`config.mk`:
```
export PLATFORM = sky130hd
export DESIGN_NAME = multicycle_addsub_unit
export DESIGN_NICKNAME = d
export VERILOG_FILES = /design/src/rtl/int_alu_pkg.sv /design/src/rtl/addsub_slice.sv /design/src/rtl/multicycle_addsub_unit.sv
export SDC_FILE = /design/constraint.sdc
export NUM_CORES = 1
export LEC_CHECK = 0
export BUFFER_PORTS_ARGS = -buffer_cell sky130_fd_sc_hd__buf_4
export CAP_MARGIN = 20
export CORE_UTILIZATION = 45
export CTS_BUF_LIST = sky130_fd_sc_hd__clkbuf_8
export DETAILED_ROUTE_END_ITERATION = 12
export GPL_TIMING_DRIVEN = 0
export MAX_ROUTING_LAYER = met4
export PLACE_DENSITY = 0.67
export SYNTH_ARGS = -nofsm -noshare
export SYNTH_HDL_FRONTEND = slang
export SYNTH_HIERARCHICAL = 1
export SYNTH_SLANG_ARGS = --single-unit
```
`constraint.sdc`:
```
create_clock -name clk -period 2.1 [get_ports clk]
set_input_delay 0.315 -clock clk [delete_from_list [all_inputs] [get_ports clk]]
set_output_delay 0.315 -clock clk [all_outputs]
set_load 0.01 [all_outputs]
```
`src/rtl/int_alu_pkg.sv`:
```
// Shared definitions for the integer ALU: add/sub opcodes and sequencer state encoding.
package int_alu_pkg;

    localparam logic ADDSUB_OP_ADD = 1'b0;
    localparam logic ADDSUB_OP_SUB = 1'b1;

    // Sequencer states, shared with other multi-cycle ALU units.
    typedef enum logic [1:0] {
        StIdle,
        StBusy,
        StDone
    } alu_seq_state_e;

endpackage

```
`src/rtl/addsub_slice.sv`:
```
// Combinational CHUNK-bit adder slice with carry in/out.
module addsub_slice #(
    parameter int unsigned CHUNK = 4
) (
    input  logic [CHUNK-1:0] a,
    input  logic [CHUNK-1:0] b,
    input  logic             cin,
    output logic [CHUNK-1:0] s,
    output logic             cout
);

    logic [CHUNK:0] sum;

    // One extra bit captures the carry out of the slice.
    always_comb begin
        sum  = {1'b0, a} + {1'b0, b} + {{CHUNK{1'b0}}, cin};
        s    = sum[CHUNK-1:0];
        cout = sum[CHUNK];
    end

endmodule

```
`src/rtl/multicycle_addsub_unit.sv`:
```
// Multi-cycle WIDTH-bit add/subtract unit: CHUNK bits per cycle, LSB slice first,
// carry chained through a register, valid/ready on both sides.
module multicycle_addsub_unit #(
    parameter int unsigned WIDTH = 16,
    parameter int unsigned CHUNK = 4
) (
    input  logic             clk,
    input  logic             rst_n,
    input  logic             in_valid,
    output logic             in_ready,
    input  logic             op_sub,
    input  logic [WIDTH-1:0] A,
    input  logic [WIDTH-1:0] B,
    output logic             out_valid,
    input  logic             out_ready,
    output logic [WIDTH-1:0] RESULT,
    output logic             BOUT,
    output logic             OVF,
    output logic             ZERO,
    output logic             NEG
);

    import int_alu_pkg::*;

    localparam int unsigned NSLICE = WIDTH / CHUNK;
    localparam int unsigned CNT_W  = (NSLICE > 1) ? $clog2(NSLICE) : 1;
    localparam logic [CNT_W-1:0] LAST_SLICE = CNT_W'(NSLICE - 1);

    if (WIDTH % CHUNK != 0) begin : gen_width_check
        $fatal(1, "multicycle_addsub_unit: WIDTH must be a multiple of CHUNK");
    end

    alu_seq_state_e   state_q, state_d;
    logic [CNT_W-1:0] cnt_q, cnt_d;
    logic             carry_q, carry_d;
    // Operands shift right one slice per cycle so the active slice is always at bit 0.
    logic [WIDTH-1:0] a_q, a_d;
    logic [WIDTH-1:0] b_q, b_d;     // already inverted for subtraction
    logic             a_msb_q, a_msb_d;
    logic             b_msb_q, b_msb_d;
    logic             op_q, op_d;
    logic [WIDTH-1:0] res_q, res_d;
    logic             bout_q, bout_d;
    logic             ovf_q, ovf_d;
    logic             zero_q, zero_d;
    logic             neg_q, neg_d;

    logic [CHUNK-1:0] slice_s;
    logic             slice_cout;
    logic [WIDTH-1:0] b_eff;
    logic [WIDTH-1:0] res_ins;

    addsub_slice #(
        .CHUNK (CHUNK)
    ) u_slice (
        .a    (a_q[CHUNK-1:0]),
        .b    (b_q[CHUNK-1:0]),
        .cin  (carry_q),
        .s    (slice_s),
        .cout (slice_cout)
    );

    // Incoming subtrahend is inverted once at accept; the +1 comes from the initial carry.
    // New slice enters the result at the top; earlier slices shift down.
    always_comb begin
        b_eff   = (op_sub == ADDSUB_OP_SUB) ? ~B : B;
        res_ins = WIDTH'(slice_s) << (WIDTH - CHUNK);
    end

    // Next-state, datapath and flag update.
    always_comb begin
        state_d = state_q;
        cnt_d   = cnt_q;
        carry_d = carry_q;
        a_d     = a_q;
        b_d     = b_q;
        a_msb_d = a_msb_q;
        b_msb_d = b_msb_q;
        op_d    = op_q;
        res_d   = res_q;
        bout_d  = bout_q;
        ovf_d   = ovf_q;
        zero_d  = zero_q;
        neg_d   = neg_q;

        unique case (state_q)
            StIdle: begin
                if (in_valid) begin
                    a_d     = A;
                    b_d     = b_eff;
                    a_msb_d = A[WIDTH-1];
                    b_msb_d = b_eff[WIDTH-1];
                    op_d    = op_sub;
                    carry_d = op_sub;
                    cnt_d   = '0;
                    state_d = StBusy;
                end
            end
            StBusy: begin
                a_d     = a_q >> CHUNK;
                b_d     = b_q >> CHUNK;
                carry_d = slice_cout;
                res_d   = (res_q >> CHUNK) | res_ins;
                cnt_d   = cnt_q + CNT_W'(1);
                if (cnt_q == LAST_SLICE) begin
                    cnt_d   = '0;
                    state_d = StDone;
                    bout_d  = op_q ? ~slice_cout : slice_cout;
                    ovf_d   = (a_msb_q ^ slice_s[CHUNK-1]) & (b_msb_q ^ slice_s[CHUNK-1]);
                    zero_d  = (res_d == '0);
                    neg_d   = slice_s[CHUNK-1];
                end
            end
            StDone: begin
                if (out_ready) begin
                    state_d = StIdle;
                end
            end
            default: state_d = StIdle;
        endcase
    end

    // State and datapath registers; reset aborts any operation in flight.
    always_ff @(posedge clk or negedge rst_n) begin
        if (!rst_n) begin
            state_q <= StIdle;
            cnt_q   <= '0;
            carry_q <= 1'b0;
            a_q     <= '0;
            b_q     <= '0;
            a_msb_q <= 1'b0;
            b_msb_q <= 1'b0;
            op_q    <= 1'b0;
            res_q   <= '0;
            bout_q  <= 1'b0;
            ovf_q   <= 1'b0;
            zero_q  <= 1'b0;
            neg_q   <= 1'b0;
        end else begin
            state_q <= state_d;
            cnt_q   <= cnt_d;
            carry_q <= carry_d;
            a_q     <= a_d;
            b_q     <= b_d;
            a_msb_q <= a_msb_d;
            b_msb_q <= b_msb_d;
            op_q    <= op_d;
            res_q   <= res_d;
            bout_q  <= bout_d;
            ovf_q   <= ovf_d;
            zero_q  <= zero_d;
            neg_q   <= neg_d;
        end
    end

    // Handshake and result outputs come straight from state and registers.
    always_comb begin
        in_ready  = (state_q == StIdle);
        out_valid = (state_q == StDone);
        RESULT    = res_q;
        BOUT      = bout_q;
        OVF       = ovf_q;
        ZERO      = zero_q;
        NEG       = neg_q;
    end

endmodule

```
==> impl_results.rst <==
.. list-table::
   :header-rows: 1

   * - Metric
     - Value
   * - IR Drop Worst-Case VDD
     - 0.000687 V
   * - TritonCTS clock tree
     - done
   * - Finish-stage setup viols
     - 0
   * - Cell area after synthesis
     - approximately 2800 um^2
   * - Total count of max-transition violations in the final report
     - 0
   * - Run status
     - completed
   * - Clock network power share
     - 19.6%
   * - Power density of the placed cells
     - around 1600 nW/um^2
   * - Starting utilization of the core area
     - 46.8%
   * - Final-stage net count
     - roughly 400
   * - Routed via count
     - ~2,300
   * - Routability Congestion
     - 0.864
   * - Overall die width
     - approximately 81 um
   * - CTS clk-pin slew, worst paths
     - around 0.07 ns
   * - Starting DRT DRC Count
     - ~110
   * - Clk root buf
     - clkbuf_8
   * - Placement Rows
     - 28
   * - GR Overflow Total
     - 0
   * - Worst Skew
     - ~0.009 ns
   * - Required time worst endpoint
     - about 2.4 ns
   * - Sequential group share of total power
     - 36.0%
   * - Wire length of the first global-routing pass
     - ~10,000 um
   * - Top flip-flop cell by instance count after synthesis
     - dfrtp_1
   * - Clock latency on the worst-skew pair
     - ~0.34 ns
   * - Sequential element share of the synthesized area
     - between 50% and 60%
   * - Number of synthesized flops with an enable pin
     - 0
   * - Count of placed standard cells in the final layout, fillers left out
     - roughly 440
   * - Synth unique cells
     - 31
   * - Highest clock frequency the design can meet
     - ~510 MHz
   * - Leakage power
     - between 1.5 and 2 nW
   * - Unrepaired setup endpoints after global routing
     - false
   * - Switching power as a share of total power
     - 39.4%
   * - Share of flip-flops with an asynchronous set or reset
     - between 90% and 100%
   * - Number of warnings reported in the yosys synthesis log
     - 6
   * - Internal cell power
     - roughly 3.5 mW
   * - Die Ht
     - 80.7 um
   * - Number of max-cap violations
     - 0
   * - Clock net sink count
     - 60
   * - Count of endpoints failing hold in the final timing report
     - 0
   * - Syn nets
     - roughly 340
   * - Cell type contributing the most total cell area after synthesis
     - dfrtp_1
   * - Number of input and output port buffers inserted
     - 57
   * - Number of buffers on the longest clock path
     - 2
   * - Shortest period the worst path allows
     - between 1.5 and 2 ns
   * - Critical path endpoint category
     - flip-flop
   * - Register-to-Register Setup Slack
     - between 0.1 and 0.15 ns
   * - Gate count of the mapped netlist
     - 294
   * - Largest net degree at the start of global routing
     - 61
   * - Num CTS Buffers
     - 9
   * - CP Class
     - reg2reg
   * - Vias in the first global route
     - about 2,100
   * - Instance count after placement with tap cells included
     - around 430
   * - Biggest area contributors in the synthesized netlist
     - dfrtp_1 (54%), nand2_1 (13%), xnor2_1 (5.7%)
   * - Floorplan die area
     - 6520 um^2
   * - TritonRoute pass-1 iters
     - 4
   * - Least-Margin Pin Slew
     - between 0.7 and 0.8 ns
   * - Share of Yosys cell area claimed by the top area cell type
     - a little over half
   * - Detail Route Antenna Nets
     - 0
   * - Most used cells in the layout excluding fill and tap cells
     - nand2_1 (98), dfrtp_1 (60), buf_4 (58), nor2_1 (25), xnor2_1 (17)
   * - Leading cell type in the layout, fill and taps excluded
     - nand2_1
   * - Worst path arrival time
     - 2.21 ns
   * - # diodes
     - 0
   * - Sw Pwr
     - 2.29 mW
   * - Util after Layout
     - around 60%
   * - Worst Setup Start Kind
     - flip-flop
   * - Core footprint
     - just under 6000 um^2
   * - Layout cells sized above 1
     - about a quarter
   * - Top fanout value on the critical path
     - 5
   * - Setup Buffers After CTS
     - 0
   * - Layout Area Growth over Synthesis
     - 26.7%
   * - Combinational share of power
     - about 44%
   * - Total DRC errors in the routed layout
     - 0
   * - Total Wirelength
     - ~6300 um
   * - Antenna violations before repair
     - 0
   * - Via count normalized by instance count
     - around 5.2
   * - Worst slew margin relative to its limit
     - between 50 and 60%
   * - Average cell area after synthesis
     - roughly 9.5 um^2
   * - Path type of the worst min-delay path
     - in2async
   * - Tcrit/Tclk final
     - 92.9%
   * - Global-route total usage across every layer
     - ~23%
   * - Max H-tree Level
     - 3
   * - IO Count
     - between 50 and 60
   * - Placed wire-length estimate
     - about 4400 um
   * - Number of register bits inferred by synthesis
     - 60
   * - Routed length per instance
     - 14.3 um
power by group through the flow:
stage | registers (mW) | logic, mW | clock network [mW]
floorplan | 2.07 | 1.69 | 0
global placement | 2.08 | 2.49 | 0
detailed placement | 2.10 | 2.56 | 0
CTS | 2.08 | 2.57 | 1.16
global route | 2.15 | 2.92 | 1.21
finish | 2.09 | 2.57 | 1.14
worst paths after layout:
check,from,end,cells after the start
min in group clk,out_ready,state_q[1],2
max in group asynchronous,rst_n,cnt_q[1],1
min,rst_n,RESULT[0],1
max,a_q[0],ZERO,7
max reg2reg,a_q[0],ZERO,7
min reg2reg,RESULT[0],RESULT[0],2
Yosys cell counts (all sizes together), types with 2 or more instances:
library cell and instances:
buf 14, nand2 98, nand3 9, clkbuf 4, dfrtp 60, a21oi 2, ha 4, nor2 25
fa 2, nor2b 3, xnor2 18, nand2b 3, a221o 12, nor3b 2, inv 5, nor4 4
o21ai 9, a31oi 12
repair_timing:
action                     4_1_cts  5_1_grt
setup endpoints to repair        1        2
hold endpoints to repair         0        0
gates resized for setup          0        1
hold buffers                     0        0
pin swaps                        1        0
layer usage:
| metal | global-route usage, % | vias up | wire, um |
|---|---|---|---|
| met5 | - | - | 0 |
| met4 | 12.1 | 0 | 110 |
| met3 | 3.86 | 9 | 383 |
| met2 | 34.2 | 81 | 3040 |
| met1 | 29.6 | 1095 | 2800 |
| li1 | - | 1117 | - |
layout make-up:
type | count | area (um^2)
Multi-Input combinational cell | 211 | 1180
Inverter | 5 | 18.8
Clock buffer | 10 | 138
Timing Repair Buffer | 57 | 428
Clock inverter | 6 | 78.8
Tap cell | 75 | 93.8
Sequential cell | 60 | 1500
Buffer | 18 | 100
Fill cell | 569 | 2420
critical path: stages, from the launching register on:
cell and delay, ns:
dfrtp_1 0.41, fa_1 0.44, a21o_1 0.21, a21oi_2 0.18, xnor2_2 0.12, nor4_1 0.20
nand4_1 0.14, o21ai_0 0.17
cells by family after synthesis:
| group | Yosys count | synth area share [%] |
|---|---|---|
| muxes | 1 | 0.404 |
| buffers and inverters | 23 | 4.26 |
| AOI/OAI and AO/OA | 38 | 10.0 |
| adders and majority gates | 6 | 3.23 |
| DFF | 60 | 53.8 |
| and+or+nand+nor | 147 | 22.3 |
| xor gates and xnor gates | 19 | 5.97 |
sequential cells by signal, summed over array words and instances (netlist names):
register / count
RESULT: 16
a_q: 16
b_q: 16
cnt_q: 2
state_q: 2
BOUT: 1
NEG: 1
OVF: 1
ZERO: 1
a_msb_q: 1
b_msb_q: 1
carry_q: 1
op_q: 1
stage by stage:
step / worst slack [ns] / TNS (ns) / total power [mW] / hold WS [ns] / area, um^2
6_report: 0.149 / 0 / 5.80 / 0.0418 / 3530
5_1_grt: 0.00889 / 0 / 6.29 / 0.0882 / 3530
4_1_cts: 0.0951 / 0 / 5.82 / 0.0589 / 3530
3_5_place_dp: -0.00197 / -0.00197 / 4.65 / 0.433 / 3310
3_3_place_gp: 0.0110 / 0 / 4.57 / 0.434 / 3310
2_1_floorplan: 0.272 / 0 / 3.76 / 0.0194 / 2790
Power figures use the tool's default switching activity.
